===== src/rtl/regfile_port_arbiter_pkg.sv =====
// rtl/regfile_port_arbiter_pkg.sv - shared widths, x0 address and read-owner encoding
package regfile_port_arbiter_pkg;

    localparam int REG_COUNT  = 32;
    localparam int REG_ADDR_W = $clog2(REG_COUNT);
    localparam int REG_DATA_W = 8;

    localparam logic [REG_ADDR_W-1:0] X0_ADDR = '0;

    typedef enum logic [1:0] {
        OWN_NONE = 2'd0,
        OWN_CORE = 2'd1,
        OWN_DBG  = 2'd2
    } owner_e;

    function automatic logic is_x0(input logic [REG_ADDR_W-1:0] addr);
        return addr == X0_ADDR;
    endfunction

endpackage


===== src/rtl/regfile_read_tracker.sv =====
// rtl/regfile_read_tracker.sv - tracks the 1-cycle read latency, read owner and write bypass
module regfile_read_tracker
    import regfile_port_arbiter_pkg::*;
(
    input  logic                  i_clock,
    input  logic                  i_reset,
    input  owner_e                i_rd_owner,
    input  logic                  i_dbg_ack,
    input  logic [REG_ADDR_W-1:0] i_rd_addr1,
    input  logic [REG_ADDR_W-1:0] i_rd_addr2,
    input  logic                  i_wr_en,
    input  logic [REG_ADDR_W-1:0] i_wr_addr,
    input  logic [REG_DATA_W-1:0] i_wr_data,
    input  logic [REG_DATA_W-1:0] i_rf_read_data1,
    input  logic [REG_DATA_W-1:0] i_rf_read_data2,
    output logic                  o_core_rd_valid,
    output logic [REG_DATA_W-1:0] o_core_rd_data1,
    output logic [REG_DATA_W-1:0] o_core_rd_data2,
    output logic                  o_dbg_rvalid,
    output logic [REG_DATA_W-1:0] o_dbg_rdata
);

    owner_e                r_owner;
    logic                  r_dbg_ack;
    logic [REG_ADDR_W-1:0] r_rd_addr1;
    logic [REG_ADDR_W-1:0] r_rd_addr2;
    logic                  r_wr_en;
    logic [REG_ADDR_W-1:0] r_wr_addr;
    logic [REG_DATA_W-1:0] r_wr_data;

    logic [REG_DATA_W-1:0] w_data1;
    logic [REG_DATA_W-1:0] w_data2;

    always_ff @(posedge i_clock or posedge i_reset) begin
        if (i_reset) begin
            r_owner    <= OWN_NONE;
            r_dbg_ack  <= 1'b0;
            r_rd_addr1 <= '0;
            r_rd_addr2 <= '0;
            r_wr_en    <= 1'b0;
            r_wr_addr  <= '0;
            r_wr_data  <= '0;
        end else begin
            r_owner    <= i_rd_owner;
            r_dbg_ack  <= i_dbg_ack;
            r_rd_addr1 <= i_rd_addr1;
            r_rd_addr2 <= i_rd_addr2;
            r_wr_en    <= i_wr_en & ~is_x0(i_wr_addr);
            r_wr_addr  <= i_wr_addr;
            r_wr_data  <= i_wr_data;
        end
    end

    // The register file returns pre-write data on a same-cycle hit, so the
    // write captured alongside the read overrides it here.
    always_comb begin
        w_data1 = i_rf_read_data1;
        if (is_x0(r_rd_addr1)) begin
            w_data1 = '0;
        end else if (r_wr_en && (r_rd_addr1 == r_wr_addr)) begin
            w_data1 = r_wr_data;
        end

        w_data2 = i_rf_read_data2;
        if (is_x0(r_rd_addr2)) begin
            w_data2 = '0;
        end else if (r_wr_en && (r_rd_addr2 == r_wr_addr)) begin
            w_data2 = r_wr_data;
        end
    end

    assign o_core_rd_valid = (r_owner == OWN_CORE);
    assign o_core_rd_data1 = o_core_rd_valid ? w_data1 : '0;
    assign o_core_rd_data2 = o_core_rd_valid ? w_data2 : '0;
    assign o_dbg_rvalid    = r_dbg_ack;
    assign o_dbg_rdata     = (r_dbg_ack && (r_owner == OWN_DBG)) ? w_data1 : '0;

endmodule


===== src/rtl/regfile_port_arbiter.sv =====
// rtl/regfile_port_arbiter.sv - shares register file ports between the core and debug access
module regfile_port_arbiter
    import regfile_port_arbiter_pkg::*;
#(
    parameter int MAX_WAIT = 4,
    parameter int CNT_W    = 8
) (
    input  logic                  i_clock,
    input  logic                  i_reset,
    input  logic                  i_core_rd_req,
    input  logic [REG_ADDR_W-1:0] i_core_rd_addr1,
    input  logic [REG_ADDR_W-1:0] i_core_rd_addr2,
    input  logic                  i_core_wr_req,
    input  logic [REG_ADDR_W-1:0] i_core_wr_addr,
    input  logic [REG_DATA_W-1:0] i_core_wr_data,
    output logic                  o_core_stall,
    output logic                  o_core_rd_valid,
    output logic [REG_DATA_W-1:0] o_core_rd_data1,
    output logic [REG_DATA_W-1:0] o_core_rd_data2,
    input  logic                  i_dbg_req,
    input  logic                  i_dbg_we,
    input  logic [REG_ADDR_W-1:0] i_dbg_addr,
    input  logic [REG_DATA_W-1:0] i_dbg_wdata,
    output logic                  o_dbg_ready,
    output logic                  o_dbg_rvalid,
    output logic [REG_DATA_W-1:0] o_dbg_rdata,
    output logic [REG_ADDR_W-1:0] o_rf_read_reg1,
    output logic [REG_ADDR_W-1:0] o_rf_read_reg2,
    output logic [REG_ADDR_W-1:0] o_rf_write_reg,
    output logic [REG_DATA_W-1:0] o_rf_write_reg_data,
    output logic                  o_rf_reg_write,
    input  logic [REG_DATA_W-1:0] i_rf_read_data1,
    input  logic [REG_DATA_W-1:0] i_rf_read_data2
);

    localparam logic [CNT_W-1:0] WAIT_LIMIT = CNT_W'(MAX_WAIT);

    logic [CNT_W-1:0]      r_wait_cnt;

    logic                  w_core_active;
    logic                  w_dbg_grant;
    logic                  w_core_grant;
    logic [REG_ADDR_W-1:0] w_rd_addr1;
    logic [REG_ADDR_W-1:0] w_rd_addr2;
    logic                  w_wr_sel;
    logic [REG_ADDR_W-1:0] w_wr_addr;
    logic [REG_DATA_W-1:0] w_wr_data;
    logic                  w_wr_en;
    owner_e                w_rd_owner;

    // Reset masks both grants so nothing reaches the register file meanwhile.
    assign w_core_active = i_core_rd_req | i_core_wr_req;
    assign w_dbg_grant   = ~i_reset & i_dbg_req & (~w_core_active | (r_wait_cnt == WAIT_LIMIT));
    assign w_core_grant  = ~i_reset & w_core_active & ~w_dbg_grant;

    assign o_core_stall  = w_core_active & w_dbg_grant;
    assign o_dbg_ready   = w_dbg_grant;

    always_ff @(posedge i_clock or posedge i_reset) begin
        if (i_reset) begin
            r_wait_cnt <= '0;
        end else if (w_dbg_grant || !i_dbg_req) begin
            r_wait_cnt <= '0;
        end else if (r_wait_cnt != WAIT_LIMIT) begin
            r_wait_cnt <= r_wait_cnt + CNT_W'(1);
        end
    end

    always_comb begin
        w_rd_addr1 = '0;
        w_rd_addr2 = '0;
        w_wr_sel   = 1'b0;
        w_wr_addr  = '0;
        w_wr_data  = '0;
        w_rd_owner = OWN_NONE;
        if (w_dbg_grant) begin
            w_wr_addr = i_dbg_addr;
            w_wr_data = i_dbg_wdata;
            if (i_dbg_we) begin
                w_wr_sel = 1'b1;
            end else begin
                w_rd_addr1 = i_dbg_addr;
                w_rd_owner = OWN_DBG;
            end
        end else if (w_core_grant) begin
            w_wr_sel  = i_core_wr_req;
            w_wr_addr = i_core_wr_addr;
            w_wr_data = i_core_wr_data;
            if (i_core_rd_req) begin
                w_rd_addr1 = i_core_rd_addr1;
                w_rd_addr2 = i_core_rd_addr2;
                w_rd_owner = OWN_CORE;
            end
        end
    end

    // x0 is hardwired to zero, so a write aimed at it never reaches the file.
    assign w_wr_en = w_wr_sel & ~is_x0(w_wr_addr);

    assign o_rf_read_reg1      = w_rd_addr1;
    assign o_rf_read_reg2      = w_rd_addr2;
    assign o_rf_write_reg      = w_wr_addr;
    assign o_rf_write_reg_data = w_wr_data;
    assign o_rf_reg_write      = w_wr_en;

    regfile_read_tracker u_tracker (
        .i_clock         (i_clock),
        .i_reset         (i_reset),
        .i_rd_owner      (w_rd_owner),
        .i_dbg_ack       (w_dbg_grant),
        .i_rd_addr1      (w_rd_addr1),
        .i_rd_addr2      (w_rd_addr2),
        .i_wr_en         (w_wr_en),
        .i_wr_addr       (w_wr_addr),
        .i_wr_data       (w_wr_data),
        .i_rf_read_data1 (i_rf_read_data1),
        .i_rf_read_data2 (i_rf_read_data2),
        .o_core_rd_valid (o_core_rd_valid),
        .o_core_rd_data1 (o_core_rd_data1),
        .o_core_rd_data2 (o_core_rd_data2),
        .o_dbg_rvalid    (o_dbg_rvalid),
        .o_dbg_rdata     (o_dbg_rdata)
    );

endmodule


===== config.mk =====
export PLATFORM = sky130hd
export DESIGN_NAME = regfile_port_arbiter
export DESIGN_NICKNAME = d
export VERILOG_FILES = /design/src/rtl/regfile_port_arbiter_pkg.sv /design/src/rtl/regfile_read_tracker.sv /design/src/rtl/regfile_port_arbiter.sv
export SDC_FILE = /design/constraint.sdc
export NUM_CORES = 1
export LEC_CHECK = 0
export CAP_MARGIN = 30
export CORE_MARGIN = 2
export CORE_UTILIZATION = 39
export CTS_CLUSTER_SIZE = 40
export DETAILED_ROUTE_END_ITERATION = 12
export PLACE_DENSITY = 0.92
export SYNTH_ARGS = -nofsm -noshare
export SYNTH_HDL_FRONTEND = slang
export SYNTH_SLANG_ARGS = --single-unit

===== constraint.sdc =====
create_clock -name i_clock -period 2.5 [get_ports i_clock]
set_input_delay 0.5 -clock i_clock [delete_from_list [all_inputs] [get_ports i_clock]]
set_output_delay 0.5 -clock i_clock [all_outputs]
set_load 0.1 [all_outputs]

# Yosys cells after proc, flatten, opt, wreduce, memory -nomap -nowiden

Cells that the tools add are included.

$add $sub $neg: 1
Eq/ne operators: 6
Bitwise operators: 13
Reduce and logical (&&, ||, !) cells: 9
Mux-type cells: 27

Operator list:

| cell                                                   | count |
|---|---|
| 2-to-1 mux 8 bit                                       | 11 |
| 2-to-1 mux 5 bit                                       | 9 |
| logical NOT 5 bit                                      | 3 |
| equality test 5 bit                                    | 2 |
| adder 8 x 1 -> 8 bit (second input constant)           | 1 |
| equality test 8 x 3 -> 1 bit (second input constant)   | 1 |
| inequality test 8 x 3 -> 1 bit (second input constant) | 1 |
| bitwise AND 1 bit                                      | 7 |
| 2-to-1 mux 1 bit                                       | 5 |
| 2-to-1 mux 2 bit                                       | 2 |
| NOT 1 bit                                              | 4 |
| logical AND 1 bit                                      | 3 |
| equality test 2 x 1 -> 1 bit (second input constant)   | 1 |
| equality test 2 bit (second input constant)            | 1 |
| bitwise OR 1 bit                                       | 2 |
| nonzero test 2 bit                                     | 1 |
| logical NOT 1 bit                                      | 1 |
| logical OR 1 bit                                       | 1 |

Input port bits: 58
Register bits: 35
Logic and storage cells: 64
Output and inout port bits: 52

# Logic depth before layout (Yosys ltp)

Gate-level depths: netlist of run 1.

Depth in word-level cells: 12
Depth in mapped cells: 7
Gate-level depth less buffers: 6

# Modules after synthesis

A second synthesis of run 1 with hierarchy kept.

Cells, all modules: 205
Area, all modules: 2,047.0 µm²

By module, submodules not included:

| module               | instances | cells each | area an instance (µm²) | seq. area each (µm²) |
|---|---|---|---|---|
| regfile_read_tracker | 1         | 116        | 1,239.9                | 675.6 |
| regfile_port_arbiter | 1         | 89         | 807.0                  | 200.2 |

# Worst setup path before layout of run 1

OpenSTA, ideal clock, no wires.

Path type: reg2out
From: register u_tracker.r_dbg_ack (netlist: u_tracker.o_dbg_rvalid)
To: output o_dbg_rdata[0]
Data arrival time: 3,733 ps
Cell stages (with the launch flop): 4
Buffers on the path: 0
Data required time: 2,000 ps
Slack: -1,733 ps
Cells stage by stage: dfrtp_1 > nand2_1 > a211oi_1 > a21boi_0

Cells in the longest elaborated chain, start to end: 2

Ends and longest elaborated chain:

| item                   | line                       | text |
|---|---|---|
| from (decl)            | regfile_read_tracker.sv:24 | `logic r_dbg_ack;` |
| from (signal assigned) | regfile_read_tracker.sv:45 | `r_dbg_ack <= i_dbg_ack;` |
| logical AND 1 bit      | regfile_read_tracker.sv:76 | `assign o_dbg_rdata = (r_dbg_ack && (r_owner == OWN_DBG)) ? w_data1 : '0;` |
| 2-to-1 mux 8 bit       | regfile_read_tracker.sv:76 |  |
| to (decl)              | regfile_port_arbiter.sv:26 | `output logic [REG_DATA_W-1:0] o_dbg_rdata,` |

No other way between the ends.

# Final worst setup path of run 1

From: register u_tracker.r_wr_addr[1]
To: output o_core_rd_data2[3]

Cells in the longest elaborated chain, start to end: 5

Ends and longest elaborated chain:

| item                   | line                       | text |
|---|---|---|
| from (decl)            | regfile_read_tracker.sv:28 | `logic [REG_ADDR_W-1:0] r_wr_addr;` |
| from (signal assigned) | regfile_read_tracker.sv:49 | `r_wr_addr <= i_wr_addr;` |
| equality test 5 bit    | regfile_read_tracker.sv:67 | `end else if (r_wr_en && (r_rd_addr2 == r_wr_addr)) begin` |
| logical AND 1 bit      | regfile_read_tracker.sv:67 |  |
| 2-to-1 mux 8 bit       | regfile_read_tracker.sv:67 |  |
| 2-to-1 mux 8 bit       | regfile_read_tracker.sv:65 | `if (is_x0(r_rd_addr2)) begin` |
| 2-to-1 mux 8 bit       | regfile_read_tracker.sv:74 | `assign o_core_rd_data2 = o_core_rd_valid ? w_data2 : '0;` |
| to (decl)              | regfile_port_arbiter.sv:19 | `output logic [REG_DATA_W-1:0] o_core_rd_data2,` |

No other way between the ends.

==> results of run 1 <==
-- synthesized netlist by cell type, types with 2 or more instances --
master,count
a211oi_1,2
a21boi_0,16
a21oi_1,3
a22o_1,18
and2_1,2
and3_2,5
buf_2,3
buf_6,2
clkbuf_1,3
dfrtp_1,35
ha_1,2
inv_1,6
mux2i_1,9
nand2_1,21
nand3_1,11
nor2_1,13
nor2b_1,2
nor3_1,3
nor4_1,2
o21ai_0,9
or4_1,2
xnor2_1,10
xor2_1,5
-- stage by stage --
step	TNS, ns	hold WS, ns	total power [uW]	util
floorplan	-2.61	0.539	1060	-
global placement	-0.730	0.562	1380	0.818
detailed placement	-2.46	0.586	1400	0.818
CTS	-0.950	0.626	1890	0.920
global route	-13.36	0.739	2050	0.949
finish	-11.77	0.747	2020	0.949
-- area by class of cell --
cell class / instances / area share
repair buffers: 160 / 0.425
multi-input cells: 152 / 0.351
flip-flops and latches: 35 / 0.184
well taps: 70 / 0.0183
clock buffers: 5 / 0.0144
inverters: 6 / 0.00471
clock inverters: 3 / 0.00314
-- kinds of logic (layout without fill, tap and decap cells) --
| logic type | count (synthesis) | after routing |
|---|---|---|
| adder cells (fa/ha/maj) | 2 | 2 |
| AND/OR/NAND/NOR | 72 | 72 |
| AO/OA/AOI/OAI | 54 | 54 |
| multiplexers | 9 | 9 |
| buffers and inverters | 14 | 174 |
| XOR/XNOR | 15 | 15 |
| flip-flops | 35 | 35 |
-- worst register-to-register path: cells and delay by family, from the launching register on --
kind,cells,cell delay [ns]
compound gates,2,0.24
buf+inv,4,0.61
flops,1,0.45
simple gates,2,0.68
-- cell usage in the layout (no fill, tap or decap), types with 2 or more instances in the layout --
| cell | instances |
|---|---|
| buf_12 | 53 |
| buf_4 | 46 |
| and3_4 | 4 |
| nor2b_4 | 2 |
| mux2i_4 | 8 |
| dlygate4sd2_1 | 3 |
| a21oi_4 | 2 |
| dfrtp_1 | 33 |
| nor2_1 | 13 |
| nand3_2 | 4 |
| clkdlybuf4s50_1 | 54 |
| buf_6 | 3 |
| dfrtp_2 | 2 |
| a21oi_1 | 2 |
| xnor2_2 | 2 |
| nor3_1 | 3 |
| nand3_1 | 7 |
| a22o_4 | 18 |
| clkbuf_8 | 5 |
| clkinv_2 | 3 |
| nand2_1 | 20 |
| inv_1 | 5 |
| a21boi_4 | 16 |
| and3_2 | 2 |
| o21ai_4 | 2 |
| xnor2_1 | 8 |
| xor2_1 | 5 |
| o21ai_2 | 8 |
-- power breakdown --
group          switching (uW)  internal, uW
registers                41.0           595
clock network             247           191
logic                     559           381
-- repair_timing --
action	4_1_cts	5_1_grt
buffers inserted	13	9
resized for setup	71	14
setup endpoints to repair	44	50
pin swaps	14	21
gates cloned	1	1
-- how the worst min path moves through the flow --
stage / startpoint / to / cells past startpoint
after floorplan: r_wait_cnt[1] / r_wait_cnt[1] / 2
after global placement: r_wait_cnt[1] / r_wait_cnt[1] / 2
after detailed placement: r_wait_cnt[1] / r_wait_cnt[1] / 2
after CTS: r_wait_cnt[7] / r_wait_cnt[7] / 2
after global routing: r_wait_cnt[7] / r_wait_cnt[7] / 2
final: r_wait_cnt[7] / r_wait_cnt[7] / 2
-- state kept, by name, summed over array words and instances, names as in the netlist --
name                    flops
u_tracker.r_rd_addr2        5
r_wait_cnt                  8
u_tracker.r_wr_addr         5
u_tracker.o_dbg_rvalid      1
u_tracker.r_owner           2
u_tracker.r_rd_addr1        5
u_tracker.r_wr_data         8
u_tracker.r_wr_en           1
-- metal layers --
metal	share of wire	routed length, um	vias up
met4	0.11	1510	0
met3	0.11	1550	134
met1	0.32	4590	1345
met5	0	0	-
li1	-	-	1046
met2	0.46	6560	315
==> flow_summary.json, run 1 <==
{
  "status": "finished, violations left",
  "violations": "setup timing",
  "relSlewSlack": 0.567,
  "htreeDepth": 2,
  "grt_use_met3": 0.159,
  "port-buffer-count": 109,
  "die-area_um2": 5750,
  "fin_crit_sh": 1.16,
  "yosys_warnings": 0,
  "grt_pass1_wl_um": 17100,
  "maxCapViolCount": 0,
  "cp-endpoint": "o_core_rd_data2[3]",
  "synth.largest_area_cell": "dfrtp_1",
  "synthAdderAreaFrac": 0.0124,
  "numCtsBuffers": 5,
  "synthXorXnorAreaFrac": 0.0653,
  "r2r_start": "r_wait_cnt[4]",
  "drive_gt1_frac": 0.551,
  "grt_setup_unrepaired": "true",
  "busiest_layer": "met2",
  "power.density_nw_per_um2": 421,
  "startpoint": "u_tracker.r_wr_addr[1]",
  "place_ws_ns": -0.154,
  "synth_area_um2": 2010,
  "synthSimpleGateAreaFrac": 0.201,
  "grt_pass1_vias": 2795,
  "cts_tree": "built",
  "setup_ws_ns": -0.410,
  "track_usage": 0.433,
  "fillers": 107,
  "syn_area_per_cell_um2": 10.0,
  "seqCellArea_um2": 878,
  "place_inst": 401,
  "path_common_cell": "buf_12",
  "cpMaxStageDelayCell": "dfrtp_1",
  "vias_per_cell": 6.59,
  "use_met2": 0.706,
  "area_growth_pct": 138,
  "synth_nets": 261,
  "slew_violations": 0,
  "hold_buffers": 0,
  "critical_path_arrival_ns": 2.41,
  "path_max_fanout": 8,
  "path_depth": 6,
  "setup_viol": 49,
  "max_freq_mhz": 344,
  "multi_input_area_um2": 1680,
  "clk_latency_ns": 0.32,
  "hpwl_um": 7060,
  "core_area_um2": 5040,
  "fin_area_um2": 4780,
  "synth_top_family_by_area": "compound AO/OA/AOI/OAI gates",
  "critPathKind": "reg -> out",
  "tightest_slew_ns": 0.648,
  "ys_top_cells_by_area": "dfrtp_1 44%, a22o_1 7.8%, a21boi_0 6.0%, mux2i_1 4.5%, xnor2_1 4.4%",
  "critPathMaxStageDelay_ns": 0.46,
  "final_cell_count_no_fill": 431,
  "n_antenna_cell": 0,
  "vias": 2840,
  "crit_family": "simple AND/OR/NAND/NOR gates",
  "synth-compound-area-share": 0.206,
  "antenna_found_initial": 0,
  "drcViolationCount": 0,
  "peakVddDrop_v": 0.000424,
  "crit_chain": "xor2_1 > nor4_1 > and3_2 > buf_12 > mux2i_4 > buf_12",
  "synth-async-reset-ratio": 1.00,
  "rows": 26,
  "drt-initial-drc-count": 396,
  "hold_class": "reg -> reg",
  "critPathCaptureType": "output port",
  "use_met1": 0.455,
  "synth_flop_cell": "dfrtp_1",
  "wl_um": 14200,
  "r2r_end": "u_tracker.r_rd_addr1[0]",
  "hold_viol": 0,
  "clk_path_buf_depth": 2,
  "synth.top_cell.area_share": 0.435,
  "synth_cells": 201,
  "root_buffer": "clkbuf_8",
  "initial_core_util": 0.399,
  "synth-edff-count": 0,
  "wl_per_cell_um": 33.0,
  "ys_seq_elements": 35,
  "clkTransAtPathRegs_ns": 0.09,
  "synth_mux_area_frac": 0.0447,
  "cp.required_ns": 2.00,
  "die_width_um": 75.8,
  "power.leakage_uw": 0.00196,
  "reg2reg_slack_ns": 0.45,
  "gp_congestion": 0.838,
  "worst-path-buf-inv": 2,
  "cp-start-kind": "flip-flop",
  "io_pins": 110,
  "grt_max_degree": 36,
  "synth-seq-area-share": 0.435,
  "first_pass_iters": 5,
  "worst-r2r-cell-count": 8,
  "final_nets": 420,
  "clock-skew-final_ns": 0.0148,
  "die_y_um": 75.8,
  "ant_nets": 0,
  "placed_area_um2": 4120,
  "grt_overflow": 0,
  "fin_crit_ns": 2.91,
  "ys_types": 40,
  "cts.sinks": 35
}
(Power assumes the default switching activity.)
==> run 2: changes to the inputs <==
- GPL_ROUTABILITY_DRIVEN: not set -> 0
==> results of run 2 <==
Final layout, timing and power as in run 1 (identical DEF).
==> run 3: changes to the inputs <==
- CAP_MARGIN: 30 -> not set
- PLACE_DENSITY: 0.92 -> 0.91
- SYNTH_HIERARCHICAL: not set -> 1
==> flow_summary.json, run 3 <==
{
  "status": "finished, violations left",
  "violations": "setup timing",
  "tightest_slew_ns": 0.525,
  "rows": 26,
  "slew_violations": 0,
  "crit_chain": "nor4bb_4 > buf_6 > a21oi_4 > nor3b_4 > buf_6 > buf_8 > a22o_4 > buf_12",
  "synth-edff-count": 0,
  "hpwl_um": 6680,
  "ys_types": 41,
  "setup_ws_ns": -0.374,
  "initial_core_util": 0.403,
  "final_nets": 421,
  "synth_cells": 205,
  "crit_family": "simple AND/OR/NAND/NOR gates",
  "synth.most_common_cell": "dfrtp_1",
  "ant_nets": 0,
  "placed_area_um2": 4180,
  "layout_common_cells": "53 x clkdlybuf4s50_1, 51 x buf_12, 38 x buf_4",
  "core_area_um2": 5070,
  "synth.largest_area_cell": "dfrtp_1",
  "final_common_cell": "clkdlybuf4s50_1",
  "clock-skew-final_ns": 0.00685,
  "fin_crit_sh": 1.15,
  "fin_hold_ws_ns": 0.574,
  "clkTransAtPathRegs_ns": 0.07,
  "grt_max_degree": 28,
  "synth.top_cell.area_share": 0.428,
  "grt_overflow": 0,
  "setup_viol": 35,
  "power.leakage_uw": 0.00194,
  "max_freq_mhz": 348,
  "path_common_cell": "buf_6",
  "maxCapViolCount": 0,
  "hold_class": "in -> async",
  "worst-path-buf-inv": 4,
  "power.density_nw_per_um2": 416,
  "syn_area_per_cell_um2": 9.99,
  "area_growth_pct": 123,
  "hold_viol": 0,
  "critPathCaptureType": "output port",
  "drt-initial-drc-count": 149,
  "cp-start-kind": "flip-flop",
  "netlist_top_cells_count": "35 x dfrtp_1, 21 x nand2_1, 18 x a22o_1",
  "relSlewSlack": 0.650,
  "grt_pass1_wl_um": 14200,
  "synth-async-reset-ratio": 1.00,
  "ys_top_cells_by_area": "dfrtp_1 43%, a22o_1 7.7%, a21boi_0 5.5%, mux2i_1 3.9%, nand2_1 3.9%",
  "cts_tree": "built",
  "path_max_fanout": 6,
  "fin_area_um2": 4570,
  "synth_flop_cell": "dfrtp_1",
  "vias": 2610,
  "grt_pass1_vias": 2564,
  "root_buffer": "clkbuf_8",
  "critPathKind": "reg -> out",
  "synth-seq-area-share": 0.428,
  "ys_seq_elements": 35,
  "n_antenna_cell": 0,
  "io_pins": 110,
  "port-buffer-count": 109,
  "top_regs": "r_wait_cnt: 8 flops, u_tracker/r_wr_data: 8 flops",
  "clk_latency_ns": 0.29,
  "cts.sinks": 35,
  "antenna_found_initial": 0,
  "numCtsBuffers": 5,
  "vias_per_cell": 6.04,
  "clk_path_buf_depth": 2,
  "track_usage": 0.315,
  "fin_crit_ns": 2.87,
  "first_pass_iters": 4,
  "die_width_um": 76.4,
  "peakVddDrop_v": 0.000346,
  "synth_nets": 265,
  "wl_um": 10600,
  "cpMaxStageDelayCell": "dfrtp_1",
  "drcViolationCount": 0,
  "htreeDepth": 2,
  "die_y_um": 76.4,
  "yosys_warnings": 6,
  "drive_gt1_frac": 0.497,
  "critical_path_arrival_ns": 2.37,
  "critPathMaxStageDelay_ns": 0.53,
  "wl_per_cell_um": 24.5,
  "hold_buffers": 0,
  "grt_setup_unrepaired": "true",
  "synth_area_um2": 2050,
  "cp.required_ns": 2.00,
  "die-area_um2": 5840
}
[run 3: cell count changes after synthesis, sizes merged, moves of 2 or more]
cell / delta
nand3: +4
xnor2: -4
and2: +3
buf: +3
clkbuf: -3
nor2: -3
nor2b: -3
xor2: +3
nor3: +2
[run 3: cells by family after synthesis]
group / Yosys count / synth area share
xor gates and xnor gates: 14 / 0.0599
adders and majority gates: 2 / 0.0122
and+or+nand+nor: 74 / 0.202
muxes: 8 / 0.0391
AOI/OAI and AO/OA: 57 / 0.216
buffers and inverters: 15 / 0.0428
DFF: 35 / 0.428
[run 3: path summary, 6_finish.rpt]
path | end | slack [ns] | startpoint | depth (start not counted)
hold / removal | u_tracker/r_rd_addr2[1] | 0.57 | i_reset | 3
setup reg to reg | u_tracker/r_wr_en | -0.12 | r_wait_cnt[2] | 8
min in group i_clock | r_wait_cnt[7] | 0.63 | r_wait_cnt[7] | 2
max in group asynchronous | u_tracker/r_wr_data[2] | 1.66 | i_reset | 3
hold reg to reg | r_wait_cnt[7] | 0.63 | r_wait_cnt[7] | 2
setup / recovery | o_rf_write_reg_data[7] | -0.37 | r_wait_cnt[2] | 8
[run 3: cell type report]
type / count / area (um2)
timing repair buffer: 156 / 1990
multi-input combinational: 156 / 1510
sequential: 35 / 876
fill: 195 / 508
tap: 70 / 87.6
clock buffer: 7 / 76.3
inverter: 7 / 26.3
clock inverter: 1 / 5.00
[run 3: repair_timing]
action,CTS,global route
buffers inserted,12,4
cloned,1,1
endpoints found under the setup margin,50,51
hold endpoints to repair,0,0
pin swaps,24,13
gates resized for setup,27,32
[run 3: through the flow]
| stage | util | instances | worst slack [ns] | TNS [ns] | total power, uW |
|---|---|---|---|---|---|
| 2_1_floorplan | - | 205 | -0.415 | -3.69 | 1060 |
| 4_1_cts | 0.868 | 427 | -0.164 | -2.85 | 1830 |
| 5_1_grt | 0.900 | 432 | -0.442 | -12.01 | 1960 |
| 6_report | 0.900 | 432 | -0.374 | -9.36 | 1900 |
| 3_3_place_gp | 0.824 | 407 | -0.166 | -2.14 | 1390 |
| 3_5_place_dp | 0.824 | 407 | -0.263 | -4.24 | 1410 |
[run 3: worst register-to-register path, cell delays in order, from the launching register on]
cell,delay [ns]
dfrtp_1,0.53
nor4bb_4,0.40
buf_6,0.18
a311oi_2,0.13
buf_4,0.20
a22o_4,0.24
buf_6,0.12
or4_4,0.52
o21a_1,0.18
[run 3: power by group]
part	internal, uW	leakage [uW]	switching [uW]	total, uW
clock	196	0.0000422	209	405
sequential	595	0.000468	31.7	627
combinational	367	0.00143	503	870
total	1160	0.00194	743	1900
[run 3: per-layer routing]
| metal | GRT usage | wire length [um] |
|---|---|---|
| met4 | 0.107 | 585 |
| met5 | 0 | 0 |
| met3 | 0.0675 | 856 |
| met1 | 0.360 | 3670 |
| met2 | 0.581 | 5460 |
